[config.mk]
export PLATFORM = sky130hd
export DESIGN_NAME = alu_cmd_driver_flat
export DESIGN_NICKNAME = d
export VERILOG_FILES = /design/src/rtl/alu_cmd_driver_pkg.sv /design/src/rtl/alu_cmd_driver_if.sv /design/src/rtl/alu_cmd_driver.sv /design/src/flat_wrapper.sv
export SDC_FILE = /design/constraint.sdc
export NUM_CORES = 1
export LEC_CHECK = 0
export BUFFER_PORTS_ARGS = -buffer_cell sky130_fd_sc_hd__buf_2
export CORE_ASPECT_RATIO = 1.25
export CORE_MARGIN = 1
export CORE_UTILIZATION = 53
export CTS_BUF_LIST = sky130_fd_sc_hd__clkbuf_4 sky130_fd_sc_hd__clkbuf_8
export CTS_CLUSTER_SIZE = 10
export DETAILED_ROUTE_END_ITERATION = 8
export PLACE_DENSITY = 0.93
export RECOVER_POWER = 25
export REMOVE_ABC_BUFFERS = 1
export SLEW_MARGIN = 20
export SYNTH_ARGS = -nofsm -noshare
export SYNTH_HDL_FRONTEND = slang
export SYNTH_SLANG_ARGS = --single-unit
[constraint.sdc]
create_clock -name clk -period 4.25 [get_ports clk]
set_input_delay 0 -clock clk [delete_from_list [all_inputs] [get_ports clk]]
set_output_delay 0 -clock clk [all_outputs]
set_load 0.01 [all_outputs]
[src/rtl/alu_cmd_driver_pkg.sv]
// Shared types and constants for the tinyalu command driver and its scoreboard.
package alu_drv_pkg;

    localparam int OP_W   = 3;
    localparam int DATA_W = 8;
    localparam int RES_W  = 16;

    // Done latency of the ALU after it samples alu_start, in cycles.
    localparam int MUL_LATENCY    = 4;
    localparam int SINGLE_LATENCY = 1;

    typedef enum logic [OP_W-1:0] {
        NOP = 3'b000,
        ADD = 3'b001,
        AND = 3'b010,
        XOR = 3'b011,
        MUL = 3'b100
    } alu_op_e;

    typedef enum logic [1:0] {
        IDLE,
        ISSUE,
        RESP
    } drv_state_e;

endpackage

[src/rtl/alu_cmd_driver_if.sv]
// Command/response bundle between a stimulus sequencer (master) and the driver (slave).
interface alu_cmd_driver_if;

    logic                           cmd_valid;
    logic                           cmd_ready;
    logic [alu_drv_pkg::OP_W-1:0]   cmd_op;
    logic [alu_drv_pkg::DATA_W-1:0] cmd_a;
    logic [alu_drv_pkg::DATA_W-1:0] cmd_b;

    logic                           rsp_valid;
    logic                           rsp_ready;
    logic [alu_drv_pkg::RES_W-1:0]  rsp_result;
    logic [alu_drv_pkg::OP_W-1:0]   rsp_op;
    logic                           rsp_err;

    modport master (
        output cmd_valid, cmd_op, cmd_a, cmd_b, rsp_ready,
        input  cmd_ready, rsp_valid, rsp_result, rsp_op, rsp_err
    );

    modport slave (
        input  cmd_valid, cmd_op, cmd_a, cmd_b, rsp_ready,
        output cmd_ready, rsp_valid, rsp_result, rsp_op, rsp_err
    );

endinterface

[src/rtl/alu_cmd_driver.sv]
// Single-outstanding initiator for the tinyalu start/done protocol with a
// done-timeout guard; every output is registered.
module alu_cmd_driver
    import alu_drv_pkg::*;
#(
    parameter int TIMEOUT_CYCLES = 16
) (
    input  logic              clk,
    input  logic              reset_n,
    alu_cmd_driver_if.slave   cmd_if,
    output logic              alu_start,
    output logic [OP_W-1:0]   alu_op,
    output logic [DATA_W-1:0] alu_a,
    output logic [DATA_W-1:0] alu_b,
    input  logic              alu_done,
    input  logic [RES_W-1:0]  alu_result
);

    localparam logic [7:0] TO_LAST = 8'(TIMEOUT_CYCLES - 1);

    drv_state_e state;
    logic [7:0] to_cnt;

    always_ff @(posedge clk) begin
        if (!reset_n) begin
            state             <= IDLE;
            to_cnt            <= '0;
            cmd_if.cmd_ready  <= 1'b0;
            alu_start         <= 1'b0;
            alu_op            <= '0;
            alu_a             <= '0;
            alu_b             <= '0;
            cmd_if.rsp_valid  <= 1'b0;
            cmd_if.rsp_result <= '0;
            cmd_if.rsp_op     <= '0;
            cmd_if.rsp_err    <= 1'b0;
        end else begin
            unique case (state)
                IDLE: begin
                    if (cmd_if.cmd_valid && cmd_if.cmd_ready) begin
                        cmd_if.cmd_ready <= 1'b0;
                        if (cmd_if.cmd_op == NOP) begin
                            // NOP answers locally; the ALU never sees a start pulse.
                            cmd_if.rsp_result <= '0;
                            cmd_if.rsp_op     <= NOP;
                            cmd_if.rsp_err    <= 1'b0;
                            cmd_if.rsp_valid  <= 1'b1;
                            state             <= RESP;
                        end else begin
                            alu_op    <= cmd_if.cmd_op;
                            alu_a     <= cmd_if.cmd_a;
                            alu_b     <= cmd_if.cmd_b;
                            alu_start <= 1'b1;
                            to_cnt    <= '0;
                            state     <= ISSUE;
                        end
                    end else begin
                        cmd_if.cmd_ready <= 1'b1;
                    end
                end

                ISSUE: begin
                    if (alu_done) begin
                        cmd_if.rsp_result <= alu_result;
                        cmd_if.rsp_op     <= alu_op;
                        cmd_if.rsp_err    <= 1'b0;
                        cmd_if.rsp_valid  <= 1'b1;
                        alu_start         <= 1'b0;
                        state             <= RESP;
                    end else if (to_cnt == TO_LAST) begin
                        cmd_if.rsp_result <= '0;
                        cmd_if.rsp_op     <= alu_op;
                        cmd_if.rsp_err    <= 1'b1;
                        cmd_if.rsp_valid  <= 1'b1;
                        alu_start         <= 1'b0;
                        state             <= RESP;
                    end else begin
                        to_cnt <= to_cnt + 8'd1;
                    end
                end

                RESP: begin
                    // Leaving RESP through IDLE keeps alu_start low between commands.
                    if (cmd_if.rsp_ready) begin
                        cmd_if.rsp_valid <= 1'b0;
                        cmd_if.cmd_ready <= 1'b1;
                        state            <= IDLE;
                    end
                end

                default: state <= IDLE;
            endcase
        end
    end

endmodule

[src/flat_wrapper.sv]
// flat-port wrapper written by rule: the top's interface ports become plain ports
module alu_cmd_driver_flat import alu_drv_pkg::*;
#(
    parameter int TIMEOUT_CYCLES = 16
)
  (clk, reset_n, alu_start, alu_op, alu_a, alu_b, alu_done, alu_result, cmd_if_cmd_valid, cmd_if_cmd_op, cmd_if_cmd_a, cmd_if_cmd_b, cmd_if_rsp_ready, cmd_if_cmd_ready, cmd_if_rsp_valid, cmd_if_rsp_result, cmd_if_rsp_op, cmd_if_rsp_err);
  alu_cmd_driver_if cmd_if_i ();
  input  logic clk;
  input  logic reset_n;
  output logic alu_start;
  output logic [OP_W-1:0] alu_op;
  output logic [DATA_W-1:0] alu_a;
  output logic [DATA_W-1:0] alu_b;
  input  logic alu_done;
  input  logic [RES_W-1:0] alu_result;
  input wire logic [$bits(cmd_if_i.cmd_valid)-1:0] cmd_if_cmd_valid;
  input wire logic [$bits(cmd_if_i.cmd_op)-1:0] cmd_if_cmd_op;
  input wire logic [$bits(cmd_if_i.cmd_a)-1:0] cmd_if_cmd_a;
  input wire logic [$bits(cmd_if_i.cmd_b)-1:0] cmd_if_cmd_b;
  input wire logic [$bits(cmd_if_i.rsp_ready)-1:0] cmd_if_rsp_ready;
  output wire logic [$bits(cmd_if_i.cmd_ready)-1:0] cmd_if_cmd_ready;
  output wire logic [$bits(cmd_if_i.rsp_valid)-1:0] cmd_if_rsp_valid;
  output wire logic [$bits(cmd_if_i.rsp_result)-1:0] cmd_if_rsp_result;
  output wire logic [$bits(cmd_if_i.rsp_op)-1:0] cmd_if_rsp_op;
  output wire logic [$bits(cmd_if_i.rsp_err)-1:0] cmd_if_rsp_err;
  assign cmd_if_i.cmd_valid = cmd_if_cmd_valid;
  assign cmd_if_i.cmd_op = cmd_if_cmd_op;
  assign cmd_if_i.cmd_a = cmd_if_cmd_a;
  assign cmd_if_i.cmd_b = cmd_if_cmd_b;
  assign cmd_if_i.rsp_ready = cmd_if_rsp_ready;
  assign cmd_if_cmd_ready = cmd_if_i.cmd_ready;
  assign cmd_if_rsp_valid = cmd_if_i.rsp_valid;
  assign cmd_if_rsp_result = cmd_if_i.rsp_result;
  assign cmd_if_rsp_op = cmd_if_i.rsp_op;
  assign cmd_if_rsp_err = cmd_if_i.rsp_err;
  alu_cmd_driver #(.TIMEOUT_CYCLES(TIMEOUT_CYCLES)) u_core (.clk(clk), .reset_n(reset_n), .cmd_if(cmd_if_i), .alu_start(alu_start), .alu_op(alu_op), .alu_a(alu_a), .alu_b(alu_b), .alu_done(alu_done), .alu_result(alu_result));
endmodule
**Word level (Yosys, flattened, before mapping)**

Cells that the tools add are included.

- Register bits: 52
- Input port bits: 40
- Output and inout port bits: 42
- Logic and storage cells: 75

- Add/subtract/negate cells: 1
- Equal/unequal tests: 10
- Muxes and demuxes: 39
- Bitwise operators: 1
- Reductions and logical operators: 13

Operators with widths:

| kind | number |
|---|---|
| 16-bit two-way mux | 4 |
| 8-bit two-way mux | 4 |
| 16-bit case mux with 2 select lines | 1 |
| 8-bit case mux with 2 select lines | 1 |
| 1-bit two-way mux | 14 |
| 3-bit two-way mux | 4 |
| 2-bit two-way mux | 5 |
| 5-bit AND reduction | 2 |
| 8-bit by 1-bit adder with 8-bit output, second input constant | 1 |
| 8-bit by 4-bit == test with 1-bit output, second input constant | 1 |
| 2-bit inequality test, second input constant | 4 |
| 4-bit AND reduction | 2 |
| 1-bit case mux with 2 select lines | 3 |
| 2-bit case mux with 3 select lines | 1 |
| 3-bit case mux with 2 select lines | 1 |
| 3-bit AND reduction | 2 |
| 2-bit by 1-bit inequality test with 1-bit output, second input constant | 2 |
| 2-bit nonzero test | 2 |
| 3-bit logical NOT | 1 |
| 3-bit by 2-bit inequality test with 1-bit output, second input constant | 1 |
| 1-bit case mux with 3 select lines | 1 |
| 3-bit nonzero test | 1 |
| 2-bit by 1-bit == test with 1-bit output, second input constant | 1 |
| 2-bit == test, second input constant | 1 |
| other kinds (4) | 4 |

**Depth between registers and ports, before layout**

Gate-level depths: netlist (run 1).

- Depth in word-level cells: 4
- Depth in mapped cells: 7
- Depth with buffers taken out: 5

**Worst setup path before layout (run 1)**

No wires, ideal clock.

- Path kind: reg-to-reg
- From: reg u_core.to_cnt[0]
- To: reg u_core.cmd_if.rsp_result[0]
- Library setup time: 0.117 ns
- Arrival: 1.465 ns
- Data required time: 4.133 ns
- Path slack: 2.668 ns
- Cell stages (with the launch flop): 7
- Buffers on the path: 1
- Clock period less this slack: 1.582 ns
- Cells stage by stage: dfxtp_1 > ha_1 > and4b_1 > a21boi_2 > o21a_4 > buf_6 > a22o_1

- Longest elaborated chain between the ends: 3

Ends and longest elaborated chain:

| what | line | RTL |
|---|---|---|
| start, declared | alu_cmd_driver.sv:22 | `logic [7:0] to_cnt;` |
| start signal, assigned | alu_cmd_driver.sv:78 | `to_cnt <= to_cnt + 8'd1;` |
| 8-bit by 4-bit == test with 1-bit output | alu_cmd_driver.sv:70 | `end else if (to_cnt == TO_LAST) begin` |
| 3-bit by 2-bit inequality test with 1-bit output (no source line) | -- |  |
| 4-bit AND reduction (no source line) | -- |  |
| end signal, assigned | alu_cmd_driver.sv:64 | `cmd_if.rsp_result <= alu_result;` |
| end, declared | alu_cmd_driver_if.sv:23 | `output cmd_ready, rsp_valid, rsp_result, rsp_op, rsp_err` |

Every way passes these cells.
A chain may end at the register's enable or synchronous reset.

**Final worst setup path (run 1)**

- From: reg u_core.cmd_if.cmd_ready
- To: reg u_core.alu_b[4]

- Longest elaborated chain between the ends: 2

Ends and longest elaborated chain:

| what | line | RTL |
|---|---|---|
| start, declared | alu_cmd_driver_if.sv:23 |  |
| start signal, assigned | alu_cmd_driver.sv:28 | `cmd_if.cmd_ready <= 1'b0;` |
| start signal, assigned | alu_cmd_driver.sv:41 | `cmd_if.cmd_ready <= 1'b0;` |
| start signal, assigned | alu_cmd_driver.sv:58 | `cmd_if.cmd_ready <= 1'b1;` |
| 1-bit logical AND | alu_cmd_driver.sv:40 | `if (cmd_if.cmd_valid && cmd_if.cmd_ready) begin` |
| 3-bit AND reduction (no source line) | -- |  |
| end signal, assigned | alu_cmd_driver.sv:52 | `alu_b <= cmd_if.cmd_b;` |
| end, declared | alu_cmd_driver.sv:14 | `output logic [DATA_W-1:0] alu_b,` |

Every way passes these cells.

==> flow_summary.json, run 1 <==
{
  "area_growth_pct": 38.23,
  "detail-route-antenna-nets": 0,
  "power.leakage_nw": 1.190,
  "clkLatencyLatePin_ns": 0.31,
  "die_area_um2": 4158,
  "failed_checks": "design-rule violations",
  "fin_crit_ns": 2.012,
  "rsz0062_at_grt": "false",
  "numCtsBuffers": 5,
  "viasPerCell": 5.924,
  "num_vias": 2186,
  "yosysSeqAreaShare_pct": 50.33,
  "ys_ff_latch": 52,
  "path_cells": "and4bb_1, and2_1, nand2_1, a21oi_1",
  "cp.required_ns": 4.48,
  "postPlaceCellArea_um2": 2450,
  "fin_area_um2": 2859,
  "combPwrFrac_pct": 14.9,
  "cts_root_buf": "clkbuf_8",
  "synthArstFlopShare_pct": 0,
  "h-tree-depth": 2,
  "synth.distinct_cells": 42,
  "synthAdderAreaFrac_pct": 0.6050,
  "tns_ns": 0,
  "dpl.hpwl_um": 3534,
  "n_antenna_cell": 0,
  "hold_violations": 0,
  "fmax_mhz": 497.0,
  "gp_congestion": 0.8275,
  "routed_wl_um": 6584,
  "cp-end-kind": "register",
  "clkPwrFrac_pct": 29.9,
  "synth-edff-count": 0,
  "setup_viol": 0,
  "hold_class": "primary input to register",
  "grt_pass1_vias": 2102,
  "cp-startpoint": "u_core.cmd_if.cmd_ready",
  "grt_use_total_pct": 31.83,
  "cts_setup_buffers": 0,
  "switching_share_pct": 27.26,
  "initial_core_util_pct": 55.10,
  "final_common_cell": "buf_2",
  "syn-cell-area_um2": 2068,
  "seqPwrFrac_pct": 55.1,
  "synth_xor_area_share_pct": 0,
  "drv_cap": 0,
  "layout_common_cells": "buf_2 (58), dfxtp_1 (52), nand2_1 (47)",
  "grt-ovfl-total": 0,
  "fin_worst_skew_ns": 0.009871,
  "drive_above_1_share_pct": 23.10,
  "synth_compound_area_share_pct": 23.84,
  "synth_top_family_by_area": "compound AO/OA/AOI/OAI gates",
  "max_stage_delay_ns": 0.59,
  "synth_cells": 218,
  "r2r_slack_ns": 2.24,
  "grt_first_pass_wirelength_um": 9880,
  "synthFlopType": "dfxtp_1",
  "clock-sinks": 52,
  "num_io_pins": 82,
  "core_area_um2": 3754,
  "drt-pass1-iter-count": 6,
  "p_per_area_nw_per_um2": 328.1,
  "grt_max_degree": 27,
  "crit_fanout": 17,
  "ir_drop_v": 0.0003384,
  "port-buffer-count": 81,
  "synth-simple-area-share_pct": 20.63,
  "num_rows": 25,
  "wl_per_cell_um": 17.84,
  "cts_resized": 0,
  "crit_type": "register to register",
  "final_max_slew_viol_count": 0,
  "power.switching_mw": 0.2557,
  "die_w_um": 57.88,
  "p_total_mw": 0.9379,
  "clkSlewWorstSetupHoldPaths_ns": 0.10,
  "dieHeight_um": 71.84,
  "drc_errors": 2,
  "clk_path_buf_depth": 2,
  "crit_path_start_kind": "register",
  "max_slew.worst_pin.slew_ns": 0.6759,
  "fill_cells": 240,
  "synth_warnings": 0,
  "fin_util_pct": 76.17,
  "syn_area_per_cell_um2": 9.487,
  "max_slew_margin_pct": 54.89,
  "postCtsHoldBufs": 35,
  "worstHoldStart": "cmd_if_cmd_valid",
  "nets": 369,
  "fin_crit_sh_pct": 47.35,
  "dr.first_iter.drc_count": 152,
  "slowest_stage": "and2_1",
  "worstPathArrival_ns": 2.24,
  "r2r-start": "u_core.cmd_if.cmd_ready",
  "outcome": "finished, violations left",
  "cts_tree": "yes",
  "p_int_mw": 0.6822,
  "muxShareOfSynthArea_pct": 0.4840,
  "grt_antenna_before_repair": 0
}
worst max-delay path, delay by kind of cell (launching register included):
family | cells | cell delay [ns]
AND/OR/NAND/NOR | 3 | 1.23
AO/OA/AOI/OAI | 1 | 0.21
flip-flops | 1 | 0.48
routing by layer:
layer / routed length [um] / track usage (%)
met3: 357 / 7.040
met2: 3594 / 58.37
met5: 0 / 0
met1: 2424 / 34.18
met4: 208 / 14.29
logic make-up after synthesis:
kind of cell               after synthesis
adders and majority gates                1
buffers and inverters                   16
and+or+nand+nor                         82
muxes                                    1
DFF                                     52
AOI/OAI and AO/OA                       66
path summary, 6_finish.rpt:
check	end	cells past startpoint
worst min register to register	u_core.alu_b[2]	2
worst max register to register	u_core.alu_b[4]	4
worst max-delay path	u_core.alu_b[4]	4
worst min-delay path	u_core.state[1]	3
cell type report:
cell class	instances	area [um2]	share of cell area (%)
Clock buffer	5	68.82	2.407
Clock inverter	3	18.77	0.6565
Inverter	3	11.26	0.3939
Multi-Input combinational cell	150	942.2	32.95
Sequential cell	52	1041	36.41
Tap cell	40	50.05	1.751
Timing Repair Buffer	116	726.9	25.43
synth_stat cells, drive strengths merged, types with 2 or more instances:
cell type / count / share of area, %
nand4: 4 / 1.2
o32ai: 2 / 0.85
buf: 6 / 2.3
and3: 6 / 1.8
a21oi: 24 / 6.0
and2: 4 / 1.2
a22o: 16 / 6.8
nor3: 2 / 1.3
a31oi: 2 / 0.91
nand2b: 2 / 0.60
nand2: 48 / 9.1
nand3: 7 / 1.7
nor2: 2 / 0.36
o221ai: 3 / 1.3
dfxtp: 52 / 50
clkbuf: 7 / 1.3
o21ai: 3 / 0.73
inv: 3 / 0.54
o21a: 9 / 3.6
per-stage QoR:
stage | worst slack [ns] | cells | hold slack, ns
floorplan | 2.725 | 205 | 0.1175
global placement | 2.520 | 326 | 0.2093
detailed placement | 2.443 | 326 | 0.2148
CTS | 2.425 | 369 | 0.02109
global route | 2.136 | 369 | 0.04216
finish | 2.238 | 369 | 0.02983
state kept, by name, indices dropped and copies added (netlist names), 2 cells and up:
name / count
u_core.alu_a: 8
u_core.alu_b: 8
u_core.alu_op: 3
u_core.cmd_if.rsp_op: 3
u_core.cmd_if.rsp_result: 16
u_core.state: 2
u_core.to_cnt: 8
power by group through the flow:
stage,sequential (mW),clock (mW),combinational [mW]
floorplan,0.533,0,0.0483
detailed placement,0.526,0,0.108
global route,0.519,0.297,0.147
global placement,0.526,0,0.104
CTS,0.515,0.281,0.133
finish,0.517,0.281,0.140
Power figures use the tool's default switching activity.
==> run 2: changes to the inputs <==
--- a/config.mk
+++ b/config.mk
@@ -8,11 +8,11 @@
 export BUFFER_PORTS_ARGS = -buffer_cell sky130_fd_sc_hd__buf_2
 export CORE_ASPECT_RATIO = 1.25
 export CORE_MARGIN = 1
-export CORE_UTILIZATION = 53
+export CORE_UTILIZATION = 50
 export CTS_BUF_LIST = sky130_fd_sc_hd__clkbuf_4 sky130_fd_sc_hd__clkbuf_8
 export CTS_CLUSTER_SIZE = 10
 export DETAILED_ROUTE_END_ITERATION = 8
-export PLACE_DENSITY = 0.93
+export PLACE_DENSITY = 0.89
 export RECOVER_POWER = 25
 export REMOVE_ABC_BUFFERS = 1
 export SLEW_MARGIN = 20
==> constraint.sdc (replaced) <==
create_clock -name clk -period 2.1 [get_ports clk]
set_input_delay 0 -clock clk [delete_from_list [all_inputs] [get_ports clk]]
set_output_delay 0 -clock clk [all_outputs]
set_load 0.01 [all_outputs]
==> flow_summary.json, run 2 (synthesis results as in run 1) <==
{
  "core_area_um2": 3879,
  "n_antenna_cell": 0,
  "largest_register_ffs": 16,
  "tns_ns": 0,
  "hold_slack_ns": 0.03345,
  "final_max_slew_viol_count": 0,
  "dr.first_iter.drc_count": 147,
  "viasPerCell": 5.500,
  "power.leakage_nw": 1.189,
  "ir_drop_v": 0.0005650,
  "max_stage_delay_ns": 0.57,
  "drt-pass1-iter-count": 4,
  "drv_cap": 0,
  "drc_errors": 0,
  "initial_core_util_pct": 53.32,
  "top_register": "u_core.cmd_if.rsp_result",
  "grt_use_total_pct": 28.72,
  "routed_wl_um": 5896,
  "fin_crit_sh_pct": 93.93,
  "detail-route-antenna-nets": 0,
  "die_w_um": 59.53,
  "num_io_pins": 82,
  "h-tree-depth": 2,
  "p_per_area_nw_per_um2": 660.9,
  "critPathTopFamily": "simple AND/OR/NAND/NOR gates",
  "p_total_mw": 1.904,
  "rsz0062_at_grt": "false",
  "setup_slack_ns": 0.1275,
  "postPlaceCellArea_um2": 2467,
  "finalNonFillerCells": 382,
  "grt-ovfl-total": 0,
  "cts_setup_buffers": 0,
  "fin_crit_ns": 1.973,
  "fin_area_um2": 2880,
  "grt_max_degree": 27,
  "setup_viol": 0,
  "clkLatencyLatePin_ns": 0.31,
  "wl_per_cell_um": 15.43,
  "port-buffer-count": 81,
  "num_vias": 2101,
  "numCtsBuffers": 5,
  "cp-end-kind": "register",
  "outcome": "finished, final reports clean",
  "grt_antenna_before_repair": 0,
  "max_slew_margin_pct": 58.74,
  "drive_above_1_share_pct": 22.87,
  "slowest_stage": "and2_1",
  "num_rows": 25,
  "fmax_mhz": 507.0,
  "dpl.hpwl_um": 3496,
  "cts_tree": "yes",
  "die_area_um2": 4399,
  "clock-sinks": 52,
  "fin_util_pct": 74.26,
  "clkSlewWorstSetupHoldPaths_ns": 0.09,
  "cts_resized": 0,
  "dieHeight_um": 73.91,
  "cp.required_ns": 2.32,
  "worstPathArrival_ns": 2.20,
  "grt_pass1_vias": 2071,
  "dp_cells": 340,
  "place_worst_setup_slack_ns": 0.3416,
  "crit_path_start_kind": "register",
  "hold_violations": 0,
  "clk_path_buf_depth": 2,
  "crit_type": "register to register",
  "area_growth_pct": 39.26,
  "gp_congestion": 0.9275,
  "path_cells": "and4bb_1, and2_1, nand2_1, a21oi_1",
  "max_slew.worst_pin.slew_ns": 0.6182,
  "crit_fanout": 17,
  "nets": 369,
  "cts_root_buf": "clkbuf_8",
  "hold_class": "primary input to register",
  "grt_first_pass_wirelength_um": 9287,
  "cp_num_buf_inv": 0,
  "fin_worst_skew_ns": 0.009150,
  "final_common_cell": "buf_2",
  "layout_common_cells": "buf_2 (58), dfxtp_1 (52), nand2_1 (47)"
}
==> run 2: what timing repair did <==
item / 4_1_cts / 5_1_grt
setup endpoints to repair: 0 / 0
hold buffers: 35 / 0
hold endpoints to repair: 35 / 0
==> run 2: power by group <==
group | total (mW) | switching, mW | internal [mW]
clock | 0.585 | 0.322 | 0.263
sequential | 1.05 | 0.0249 | 1.02
combinational | 0.273 | 0.146 | 0.127
total | 1.90 | 0.493 | 1.41
==> run 2: worst paths after layout <==
path	start	to	slack, ns	cells after the start
setup / recovery	u_core.state[1]	u_core.alu_b[7]	0.13	4
hold / removal	cmd_if_rsp_ready	u_core.state[1]	0.03	3
setup reg to reg	u_core.state[1]	u_core.alu_b[7]	0.13	4
hold reg to reg	u_core.alu_a[3]	u_core.alu_a[3]	0.46	2
==> run 2: final cells by class <==
| class | instances | area, um2 |
|---|---|---|
| timing repair buffer | 116 | 726.9 |
| clock buffer | 6 | 82.58 |
| inverter | 3 | 11.26 |
| multi-input combinational | 150 | 942.2 |
| clock inverter | 1 | 8.758 |
| tap | 54 | 67.56 |
| fill | 297 | 998.5 |
| sequential | 52 | 1041 |
==> run 2: worst register-to-register path, cell delays in order (launching register included) <==
cell and delay, ns:
dfxtp_1 0.38, and4bb_1 0.52, and2_1 0.57, nand2_1 0.20, a21oi_1 0.22
==> run 2: routing by layer <==
| layer | up-vias | global-route usage (%) | part of all wire (%) |
|---|---|---|---|
| met5 | - | 0 | 0 |
| met4 | 0 | 14.21 | 3.2 |
| met3 | 20 | 6.338 | 5.0 |
| met2 | 85 | 51.56 | 54 |
| met1 | 1002 | 31.44 | 38 |
| li1 | 994 | - | - |
==> run 3: changes to the inputs <==
--- a/config.mk
+++ b/config.mk
@@ -8,11 +8,11 @@
 export BUFFER_PORTS_ARGS = -buffer_cell sky130_fd_sc_hd__buf_2
 export CORE_ASPECT_RATIO = 1.25
 export CORE_MARGIN = 1
-export CORE_UTILIZATION = 50
-export CTS_BUF_LIST = sky130_fd_sc_hd__clkbuf_4 sky130_fd_sc_hd__clkbuf_8
+export CORE_UTILIZATION = 48
+export CTS_BUF_LIST = sky130_fd_sc_hd__clkbuf_4 sky130_fd_sc_hd__clkbuf_8 sky130_fd_sc_hd__clkbuf_16
 export CTS_CLUSTER_SIZE = 10
 export DETAILED_ROUTE_END_ITERATION = 8
-export PLACE_DENSITY = 0.89
+export PLACE_DENSITY = 0.86
 export RECOVER_POWER = 25
 export REMOVE_ABC_BUFFERS = 1
 export SLEW_MARGIN = 20
==> constraint.sdc (replaced) <==
create_clock -name clk -period 2.2 [get_ports clk]
set_input_delay 0 -clock clk [delete_from_list [all_inputs] [get_ports clk]]
set_output_delay 0 -clock clk [all_outputs]
set_load 0.01 [all_outputs]
==> flow_summary.json, run 3 (synthesis results as in run 1) <==
{
  "gp_congestion": 0.8816,
  "detail-route-antenna-nets": 0,
  "max_stage_delay_ns": 0.60,
  "viasPerCell": 5.394,
  "largest_register_ffs": 16,
  "crit_path_start_kind": "register",
  "h-tree-depth": 2,
  "wl_per_cell_um": 15.66,
  "grt_max_degree": 27,
  "drv_cap": 0,
  "area_growth_pct": 39.81,
  "rsz0062_at_grt": "false",
  "clkSlewWorstSetupHoldPaths_ns": 0.10,
  "nets": 370,
  "hold_violations": 0,
  "numCtsBuffers": 5,
  "path_cells": "and2b_1, and3_1, a22o_1",
  "drt-pass1-iter-count": 4,
  "dpl.hpwl_um": 3464,
  "cts_setup_buffers": 0,
  "ir_drop_v": 0.0005176,
  "cts_root_buf": "clkbuf_8",
  "fmax_mhz": 554.0,
  "p_per_area_nw_per_um2": 631.6,
  "r2r-start": "u_core.state[1]",
  "cp.required_ns": 2.44,
  "place_worst_setup_slack_ns": 0.5103,
  "r2r_slack_ns": 0.39,
  "setup_viol": 0,
  "power.leakage_nw": 1.191,
  "core_area_um2": 4099,
  "grt_pass1_vias": 2051,
  "drc_errors": 0,
  "top_register": "u_core.cmd_if.rsp_result",
  "num_vias": 2082,
  "routed_wl_um": 6044,
  "die_w_um": 60.71,
  "drive_above_1_share_pct": 23.33,
  "crit_type": "register to register",
  "hold_class": "primary input to register",
  "clkLatencyLatePin_ns": 0.31,
  "num_rows": 26,
  "final_max_slew_viol_count": 0,
  "port-buffer-count": 81,
  "clock-sinks": 52,
  "cp-startpoint": "u_core.state[1]",
  "crit_fanout": 16,
  "fin_worst_skew_ns": 0.01348,
  "max_slew.worst_pin.slew_ns": 0.6203,
  "layout_common_cells": "buf_2 (58), dfxtp_1 (52), nand2_1 (47)",
  "worstPathArrival_ns": 2.04,
  "r2r_cells": 3,
  "outcome": "finished, final reports clean",
  "dr.first_iter.drc_count": 97,
  "clk_path_buf_depth": 2,
  "cts_tree": "yes",
  "critPathCapture": "u_core.cmd_if.rsp_result[12]",
  "n_antenna_cell": 0,
  "setup_slack_ns": 0.3948,
  "die_area_um2": 4577,
  "grt_use_total_pct": 27.01,
  "max_slew_margin_pct": 58.60,
  "grt_first_pass_wirelength_um": 9114,
  "initial_core_util_pct": 50.46,
  "grt-ovfl-total": 0,
  "path_depth": 3,
  "r2r-end": "u_core.cmd_if.rsp_result[12]",
  "final_common_cell": "buf_2",
  "grt_antenna_before_repair": 0,
  "cp-end-kind": "register",
  "tns_ns": 0,
  "slowest_stage": "and3_1",
  "fin_crit_sh_pct": 82.05,
  "fin_crit_ns": 1.805,
  "cp_num_buf_inv": 0,
  "dieHeight_um": 75.39,
  "critPathTopFamily": "simple AND/OR/NAND/NOR gates",
  "num_io_pins": 82
}
run 3: cell count changes in the layout (fill, tap and decap cells not counted), sizes merged:
cell | previous run | this run
clkinvlp | 0 | 1
buf | 58 | 59
run 3: cell type report:
| type | instances | area (um2) |
|---|---|---|
| clock inverter | 2 | 16.27 |
| tap | 56 | 70.07 |
| sequential | 52 | 1041 |
| timing repair buffer | 117 | 734.5 |
| clock buffer | 6 | 76.32 |
| fill | 321 | 1207 |
| inverter | 3 | 11.26 |
| multi-input combinational | 150 | 942.2 |
run 3: worst min-delay path by stage:
stage / from / to / slack (ns) / depth (start not counted)
finish: cmd_if_rsp_ready / u_core.state[1] / 0.06 / 3
global route: cmd_if_rsp_ready / u_core.state[1] / 0.07 / 3
CTS: cmd_if_rsp_ready / u_core.state[1] / 0.02 / 3
detailed placement: alu_result[8] / u_core.cmd_if.rsp_result[8] / 0.22 / 2
global placement: alu_result[8] / u_core.cmd_if.rsp_result[8] / 0.21 / 2
floorplan: reset_n / u_core.cmd_if.rsp_op[0] / 0.12 / 1
run 3: timing repair:
action                                  CTS  global route
resized for setup                         0             0
endpoints found under the setup margin    0             0
endpoints found under the hold margin    35             0
hold buffers                             35             0
run 3: layer usage:
| metal | up-vias | wire length (um) | global-route usage [%] |
|---|---|---|---|
| met5 | - | 0 | 0 |
| met3 | 15 | 263 | 5.772 |
| met2 | 70 | 3252 | 47.99 |
| li1 | 1000 | - | - |
| met4 | 0 | 156 | 13.38 |
| met1 | 997 | 2371 | 30.23 |
run 3: worst reg2reg max path: cells and delay by family, from the launching register on:
family          cells  cell delay (ns)
flops               1             0.38
compound gates      1             0.24
simple gates        2             1.13
run 3: through the flow:
step,util (%),power (mW),hold WS [ns],instances,instance area (um2)
floorplan,-,1.123,0.1175,205,1994
global placement,60.44,1.221,0.2116,343,2477
detailed placement,60.44,1.226,0.2157,343,2477
CTS,71.25,1.813,0.02178,386,2920
global route,70.54,1.891,0.06744,386,2892
finish,70.54,1.826,0.05656,386,2892
run 3: power by group:
group          switching (mW)  internal (mW)
Combinational           0.142          0.124
Sequential             0.0240          0.974
Clock                   0.323          0.239
Total                   0.489           1.34
